`config.mk`:
```
export PLATFORM = sky130hd
export DESIGN_NAME = dmem_arbiter
export DESIGN_NICKNAME = d
export VERILOG_FILES = /design/src/rtl/mem_pkg.sv /design/src/rtl/rr_arb2.sv /design/src/rtl/dmem_arbiter.sv
export SDC_FILE = /design/constraint.sdc
export NUM_CORES = 1
export LEC_CHECK = 0
export BUFFER_PORTS_ARGS = -buffer_cell sky130_fd_sc_hd__clkbuf_2
export CAP_MARGIN = 20
export CORE_AREA = 2 2 123 125
export DETAILED_ROUTE_END_ITERATION = 10
export DIE_AREA = 0 0 125 127
export SYNTH_ARGS = -nofsm -noshare
export SYNTH_HDL_FRONTEND = slang
export SYNTH_SLANG_ARGS = --single-unit
```
`constraint.sdc`:
```
create_clock -name clk -period 4.88 [get_ports clk]
set_clock_uncertainty 0.05 [all_clocks]
set_input_delay 0.976 -clock clk [delete_from_list [all_inputs] [get_ports clk]]
set_output_delay 0.976 -clock clk [all_outputs]
set_load 0.05 [all_outputs]
```
`src/rtl/mem_pkg.sv`:
```
// Shared types and widths for the data-memory arbiter.
// Used by both the arbiter and its round-robin grant block.
package mem_pkg;

  localparam int XLEN = 32;
  localparam int BE_W = 4;

  typedef enum logic {
    ST_IDLE = 1'b0,
    ST_WAIT = 1'b1
  } state_e;

  typedef enum logic {
    REQ_CPU = 1'b0,
    REQ_DBG = 1'b1
  } req_id_e;

endpackage

```
`src/rtl/rr_arb2.sv`:
```
// Two-way round-robin grant (CPU vs debug loader).
// On a tie, the requester that was not granted last wins.
module rr_arb2
  import mem_pkg::*;
(
  input  logic    clk,
  input  logic    rst,
  input  logic    i_en,
  input  logic    i_req_cpu,
  input  logic    i_req_dbg,
  output logic    o_gnt_cpu,
  output logic    o_gnt_dbg,
  output req_id_e o_winner
);

  // r_prio_dbg = 1 means the debug port wins the next tie.
  logic r_prio_dbg;
  logic w_pick_dbg;

  assign w_pick_dbg = i_req_dbg && (!i_req_cpu || r_prio_dbg);
  assign o_gnt_cpu  = i_en && i_req_cpu && !w_pick_dbg;
  assign o_gnt_dbg  = i_en && w_pick_dbg;
  assign o_winner   = w_pick_dbg ? REQ_DBG : REQ_CPU;

  always_ff @(posedge clk) begin
    if (rst) begin
      r_prio_dbg <= 1'b0;
    end else if (o_gnt_cpu) begin
      r_prio_dbg <= 1'b1;
    end else if (o_gnt_dbg) begin
      r_prio_dbg <= 1'b0;
    end
  end

endmodule

```
`src/rtl/dmem_arbiter.sv`:
```
// Arbitrates the CPU memory stage and the debug loader onto one DMEM port.
// One transaction in flight; completion and a new issue can share a cycle.
module dmem_arbiter
  import mem_pkg::*;
#(
  parameter int MEM_LAT   = 1,
  parameter int MEM_BYTES = 4096
) (
  input  logic            clk,
  input  logic            rst,
  input  logic            cpu_req,
  input  logic            cpu_we,
  input  logic [XLEN-1:0] cpu_addr,
  input  logic [XLEN-1:0] cpu_wdata,
  input  logic [BE_W-1:0] cpu_be,
  output logic            cpu_gnt,
  output logic            cpu_rvalid,
  output logic [XLEN-1:0] cpu_rdata,
  output logic            cpu_err,
  output logic            cpu_stall,
  input  logic            dbg_req,
  input  logic            dbg_we,
  input  logic [XLEN-1:0] dbg_addr,
  input  logic [XLEN-1:0] dbg_wdata,
  input  logic [BE_W-1:0] dbg_be,
  output logic            dbg_gnt,
  output logic            dbg_rvalid,
  output logic [XLEN-1:0] dbg_rdata,
  output logic            dbg_err,
  output logic            mem_en,
  output logic            mem_we,
  output logic [BE_W-1:0] mem_be,
  output logic [XLEN-1:0] mem_addr,
  output logic [XLEN-1:0] mem_wdata,
  input  logic [XLEN-1:0] mem_rdata
);

  localparam logic [XLEN-1:0] LP_LIMIT    = XLEN'(MEM_BYTES);
  localparam logic [1:0]      LP_CNT_INIT = 2'(MEM_LAT - 1);

  state_e          r_state;
  logic [1:0]      r_cnt;
  req_id_e         r_owner;
  logic            r_oor;

  logic            w_complete;
  logic            w_can_issue;
  logic            w_issue;
  logic            w_gnt_cpu;
  logic            w_gnt_dbg;
  req_id_e         w_winner;
  logic            w_win_we;
  logic [XLEN-1:0] w_win_addr;
  logic [XLEN-1:0] w_win_wdata;
  logic [BE_W-1:0] w_win_be;
  logic            w_oor;
  logic            w_mem_en;
  logic            w_cpu_busy;

  assign w_complete  = !rst && (r_state == ST_WAIT) && (r_cnt == 2'd0);
  assign w_can_issue = !rst && ((r_state == ST_IDLE) || (r_cnt == 2'd0));

  rr_arb2 u_arb (
    .clk       (clk),
    .rst       (rst),
    .i_en      (w_can_issue),
    .i_req_cpu (cpu_req),
    .i_req_dbg (dbg_req),
    .o_gnt_cpu (w_gnt_cpu),
    .o_gnt_dbg (w_gnt_dbg),
    .o_winner  (w_winner)
  );

  assign w_issue = w_gnt_cpu || w_gnt_dbg;

  always_comb begin
    w_win_we    = cpu_we;
    w_win_addr  = cpu_addr;
    w_win_wdata = cpu_wdata;
    w_win_be    = cpu_be;
    if (w_winner == REQ_DBG) begin
      w_win_we    = dbg_we;
      w_win_addr  = dbg_addr;
      w_win_wdata = dbg_wdata;
      w_win_be    = dbg_be;
    end
  end

  // Out-of-range accesses are granted but never reach the memory.
  assign w_oor    = (w_win_addr >= LP_LIMIT);
  assign w_mem_en = w_issue && !w_oor;

  assign mem_en    = w_mem_en;
  assign mem_we    = w_mem_en ? w_win_we    : 1'b0;
  assign mem_be    = w_mem_en ? w_win_be    : '0;
  assign mem_addr  = w_mem_en ? w_win_addr  : '0;
  assign mem_wdata = w_mem_en ? w_win_wdata : '0;

  assign cpu_gnt    = w_gnt_cpu;
  assign dbg_gnt    = w_gnt_dbg;
  assign cpu_rvalid = w_complete && (r_owner == REQ_CPU);
  assign dbg_rvalid = w_complete && (r_owner == REQ_DBG);
  assign cpu_err    = cpu_rvalid && r_oor;
  assign dbg_err    = dbg_rvalid && r_oor;
  assign cpu_rdata  = (cpu_rvalid && !r_oor) ? mem_rdata : '0;
  assign dbg_rdata  = (dbg_rvalid && !r_oor) ? mem_rdata : '0;

  // A CPU access counts as in flight from its grant cycle up to (not including) its rvalid cycle.
  assign w_cpu_busy = !rst && (r_state == ST_WAIT) && (r_owner == REQ_CPU);
  assign cpu_stall  = !rst && ((cpu_req && !w_gnt_cpu) ||
                               ((w_gnt_cpu || w_cpu_busy) && !cpu_rvalid));

  always_ff @(posedge clk) begin
    if (rst) begin
      r_state <= ST_IDLE;
      r_cnt   <= 2'd0;
      r_owner <= REQ_CPU;
      r_oor   <= 1'b0;
    end else if (w_issue) begin
      r_state <= ST_WAIT;
      r_cnt   <= LP_CNT_INIT;
      r_owner <= w_winner;
      r_oor   <= w_oor;
    end else if (w_complete) begin
      r_state <= ST_IDLE;
    end else if (r_state == ST_WAIT) begin
      r_cnt <= r_cnt - 2'd1;
    end
  end

endmodule

```
==> results.json, run 1 <==
{
  "leakagePower_nw": 1.80,
  "r2r-start": "u_arb.r_prio_dbg",
  "finalHoldViolCount": 0,
  "crit_type": "primary input to output pin",
  "cts_root_buf": "clkbuf_16",
  "start_util": 0.118,
  "slew_headroom": 0.637,
  "min_period_over_period": 0.831,
  "coreArea_sq_um": 14400,
  "setup_ws_ns": 0.824,
  "grt_pass1_vias": 2504,
  "io_pins": 315,
  "reg2reg_slack_ns": 2.97,
  "num_antenna_cells": 0,
  "whs_path_depth": 2,
  "htree_num_levels": 1,
  "path_max_fanout": 50,
  "first_iter_violations": 142,
  "synth_cell_types": 29,
  "synth_top_area_share": 0.243,
  "synth_cells": 270,
  "hp-class": "register to register",
  "synth_edf_count": 0,
  "synth_area_leaders": "and2_1, a22oi_1, nor2_1",
  "vias": 2820,
  "crit_path_end_kind": "output pin",
  "drc_errors": 0,
  "dieArea_sq_um": 15900,
  "nNetsFinal": 725,
  "die_h_um": 127,
  "numPortBuffers": 294,
  "setup_viol": 0,
  "ys_async_sr_fraction": 0,
  "dpl.hpwl_um": 7300,
  "cts_buffers": 3,
  "synthFlopType": "dfxtp_1",
  "postRouteAntennaNets": 0,
  "hold_buffers": 0,
  "wirelength_um": 8690,
  "irDropWorstVdd_v": 0.000304,
  "viasPerCell": 3.85,
  "reg2reg_to": "r_oor",
  "rsz0062_at_grt": "no",
  "clock_latency_ns": 0.23,
  "postCtsSetupBuffers": 0,
  "postCtsResizedCells": 0,
  "yosysWarnings": 0,
  "grt.overflow.total": 0,
  "fin_crit_ns": 4.06,
  "post-place-ws_ns": 0.842,
  "yosysSeqAreaShare": 0.0707,
  "grt_start_max_net_pins": 51,
  "syn_to_final_growth_pct": 95.4,
  "chipWidth_um": 125,
  "fmax_mhz": 247,
  "finalSetupTns_ns": 0,
  "synth_area_sq_um": 1700,
  "holdPathEnd": "r_cnt[1]",
  "powerDensity_nw_per_um2": 115,
  "slew_viol_final": 0,
  "hold_path.startpoint": "r_cnt[1]",
  "cp.required_ns": 3.85,
  "antenna_found_initial": 0,
  "grtUsageTotal": 0.0955,
  "num_rows": 44,
  "num-fill-cells": 1655,
  "cts_sinks": 6,
  "dr.pass1.iters": 4,
  "tritoncts": "done",
  "synth_top_area_cell": "and2_1",
  "postSynthRegisterBits": 6,
  "reg2regPathDepth": 5,
  "cp.arrival_ns": 3.03,
  "wl_per_cell_um": 11.9,
  "drive_gt1_frac": 0.558,
  "cap_violations": 0,
  "clkTransAtPathRegs_ns": 0.03,
  "gp_congestion": 0.839,
  "status": "complete, no violations",
  "clk_path_buf_depth": 2,
  "grt_pass1_wl_um": 12900,
  "cp-start-kind": "primary input",
  "syn_avg_cell_area_sq_um": 6.29,
  "worst_pin_slew_ns": 0.545
}
-- Yosys cell counts, drive strengths merged (2+ instances only) --
master,count
nand2b,2
nor2b,3
a21oi,3
nor3,7
nor2,62
nor4,6
inv,3
clkbuf,9
buf,34
o21a,3
o21ai,3
dfxtp,6
and3,2
nand2,2
a22oi,50
or4,2
and2,66
-- per-stage QoR --
stage               cell area (sq um)  power, mW  utilization  hold slack [ns]  std cells
finish                           3320      0.381        0.230            0.429        732
global route                     3320      0.400        0.230            0.484        732
CTS                              3320      0.383        0.230            0.438        732
detailed placement               3240      0.250        0.225            0.430        729
global placement                 3240      0.250        0.225            0.422        729
floorplan                        1770      0.173            -            0.404        289
-- worst max path at each step --
| stage | startpoint | to | slack, ns |
|---|---|---|---|
| after CTS | cpu_addr[24] | mem_addr[4] | 0.84 |
| final | cpu_addr[24] | mem_addr[9] | 0.82 |
| after global placement | cpu_addr[24] | mem_addr[4] | 0.83 |
| after floorplan | rst | cpu_rdata[10] | 0.65 |
| after global routing | cpu_addr[24] | mem_wdata[11] | 0.63 |
| after detailed placement | cpu_addr[24] | mem_addr[9] | 0.84 |
-- layout make-up --
type / count / area (sq um) / area share
Clock buffer: 3 / 75.1 / 0.0226
Inverter: 3 / 11.3 / 0.00339
Multi-Input combinational cell: 237 / 1370 / 0.413
Sequential cell: 6 / 120 / 0.0362
Tap cell: 184 / 230 / 0.0694
Timing Repair Buffer: 299 / 1510 / 0.455
-- critical path, stage by stage --
cell      delay, ns
clkbuf_2       0.08
or4_1          0.52
nor3_1         0.13
and4_2         0.23
buf_4          0.44
a22oi_1        0.20
nor2_1         0.14
clkbuf_2       0.29
-- state kept, by name (all words and copies together), names as in the netlist --
register,cells
r_cnt,2
r_state,1
r_oor,1
u_arb.r_prio_dbg,1
r_owner,1
-- metal layers --
metal / vias up / track usage / wire length (um)
met5: - / 0 / 0
met4: 0 / 0.0124 / 37
met1: 1241 / 0.131 / 3740
met3: 5 / 0.0130 / 567
met2: 125 / 0.164 / 4340
li1: 1449 / - / -
-- placed cells by master, fill, tap and decap left out, drive strengths merged --
master    n
clkbuf  297
and2     66
nor2     62
a22oi    50
conb     20
nor3      7
dfxtp     6
nor4      6
buf       5
inv       3
o21a      3
nor2b     3
a21oi     3
o21ai     3
nand2b    2
and3      2
or4       2
nand2     2
and4b     1
nor3b     1
and4      1
or3       1
a311oi    1
ha        1
-- where the power goes --
part           switching, mW  internal [mW]  total (mW)  leakage, nW
Sequential           0.00236         0.0519      0.0542       0.0495
Combinational          0.126         0.0700       0.196         1.71
Clock                 0.0257          0.105       0.131       0.0370
-- cells by family (layout without fill, tap and decap cells) --
kind of cell    after synthesis  in the layout  share of synthesized area
simple gates                156            156                      0.486
fa+ha+maj                     1              1                    0.00737
buf+inv                      46            305                      0.176
compound gates               60             60                      0.257
other cells                   1             20                    0.00221
flops                         6              6                     0.0707
No activity file was read; power rests on OpenSTA's default activity.
==> inputs of run 2 (changes only) <==
- clock period: 4.88 -> 3.4 ns (I/O delays scaled with it)
==> run 2 against run 1 <==
- largest power group unchanged
- highest routed layer unchanged
- critical path depth did not move
- first-iteration DRC count fell by 47%
- critical path type unchanged
- power rose by 46%
==> results.json, run 2 (synthesis results as in run 1) <==
{
  "status": "complete, no violations",
  "num_rows": 44,
  "layout_common_cells": "clkbuf_2, and2_1, nor2_1",
  "grt.overflow.total": 0,
  "fmax_mhz": 313,
  "largest_reg_flops": 2,
  "htree_num_levels": 1,
  "cap_violations": 0,
  "leakagePower_nw": 1.89,
  "finalHoldViolCount": 0,
  "instances_no_fill": 735,
  "dpl_cell_area_sq_um": 3590,
  "wirelength_um": 8630,
  "num_antenna_cells": 0,
  "nNetsFinal": 728,
  "postRouteAntennaNets": 0,
  "slew_headroom": 0.615,
  "dp_cells": 732,
  "grtUsageTotal": 0.0948,
  "hp-class": "register to register",
  "num-fill-cells": 1616,
  "grt_pass1_wl_um": 12500,
  "clk_path_buf_depth": 2,
  "fin_area_sq_um": 3670,
  "power_frac_seq": 0.139,
  "cts_root_buf": "clkbuf_16",
  "postCtsResizedCells": 0,
  "antenna_found_initial": 0,
  "viasPerCell": 3.89,
  "final_common_cell": "clkbuf_2",
  "cts_sinks": 6,
  "regMostFlops": "r_cnt",
  "combPwrFrac": 0.528,
  "drive_gt1_frac": 0.563,
  "cp.arrival_ns": 2.47,
  "first_iter_violations": 75,
  "finalSetupTns_ns": 0,
  "min_period_over_period": 0.941,
  "path_max_fanout": 36,
  "register_area_sq_um": 120,
  "irDropWorstVdd_v": 0.000167,
  "cp.required_ns": 2.67,
  "reg2reg_slack_ns": 1.60,
  "dieArea_sq_um": 15900,
  "worst_pin_slew_ns": 0.573,
  "multiInputGateArea_sq_um": 1380,
  "p_int_uw": 334,
  "gp_congestion": 0.747,
  "hold_path.startpoint": "r_cnt[1]",
  "slew_viol_final": 0,
  "reg2reg_to": "r_oor",
  "die_h_um": 127,
  "tritoncts": "done",
  "syn_to_final_growth_pct": 116,
  "fin_crit_ns": 3.20,
  "chipWidth_um": 125,
  "cts_buffers": 3,
  "clkTransAtPathRegs_ns": 0.03,
  "post-place-ws_ns": 0.197,
  "grt_pass1_vias": 2404,
  "r2r-start": "u_arb.r_prio_dbg",
  "setup_viol": 0,
  "hold_buffers": 0,
  "coreArea_sq_um": 14400,
  "dr.pass1.iters": 4,
  "holdPathEnd": "r_cnt[1]",
  "clkPwrFrac": 0.333,
  "io_pins": 315,
  "vias": 2860,
  "switching_share": 0.401,
  "setup_ws_ns": 0.202,
  "grt_start_max_net_pins": 52,
  "cp-start-kind": "primary input",
  "crit_type": "primary input to output pin",
  "dpl.hpwl_um": 7520,
  "crit_path_end_kind": "output pin",
  "reg2regPathDepth": 6,
  "whs_path_depth": 2,
  "rsz0062_at_grt": "no",
  "clock_latency_ns": 0.23,
  "numPortBuffers": 294,
  "postCtsSetupBuffers": 0,
  "drc_errors": 0,
  "wl_per_cell_um": 11.7,
  "start_util": 0.118,
  "p_sw_uw": 224,
  "powerDensity_nw_per_um2": 152
}
[run 2: cell types whose count changed in the layout (fill, tap and decap cells not counted), sizes merged]
cell	before	now
clkbuf	297	278
buf	5	27
[run 2: final cells by class]
cell class                 instances  share of cell area
sequential                         6              0.0328
timing repair buffer             302               0.506
tap                              184              0.0628
multi-input combinational        237               0.375
clock buffer                       3              0.0205
inverter                           3             0.00307
[run 2: per-stage QoR]
stage,util,power [mW],hold slack [ns]
floorplan,-,0.248,0.404
global placement,0.249,0.373,0.418
detailed placement,0.249,0.374,0.425
CTS,0.254,0.563,0.432
global route,0.254,0.587,0.457
finish,0.254,0.558,0.428
[run 2: how the worst max path moves through the flow]
stage,start,end,slack (ns)
3_3_place_gp,cpu_req,mem_wdata[8],0.21
4_1_cts,cpu_req,mem_wdata[3],0.20
5_1_grt,cpu_req,mem_we,0.08
6_report,cpu_req,mem_wdata[3],0.20
3_5_place_dp,cpu_req,mem_wdata[3],0.20
2_1_floorplan,cpu_addr[24],mem_addr[0],0.18
[run 2: layer usage]
| layer | routed length, um | global-route usage | vias to the layer above |
|---|---|---|---|
| met3 | 643 | 0.0138 | 2 |
| met5 | 0 | 0 | - |
| met4 | 8 | 0.00784 | 0 |
| met2 | 4320 | 0.160 | 142 |
| met1 | 3660 | 0.133 | 1260 |
| li1 | - | - | 1456 |
[run 2: power by group through the flow]
stage          clock, mW  combinational (mW)  sequential (mW)
2_1_floorplan          0               0.171           0.0777
3_3_place_gp           0               0.294           0.0786
3_5_place_dp           0               0.295           0.0786
4_1_cts            0.190               0.296           0.0777
5_1_grt            0.195               0.314           0.0780
6_report           0.186               0.295           0.0778
[run 2: critical path, stage by stage]
cell	delay [ns]
clkbuf_2	0.14
inv_1	0.08
o21ai_1	0.47
and4_2	0.38
buf_12	0.20
a22oi_1	0.13
nor2_1	0.20
buf_12	0.17
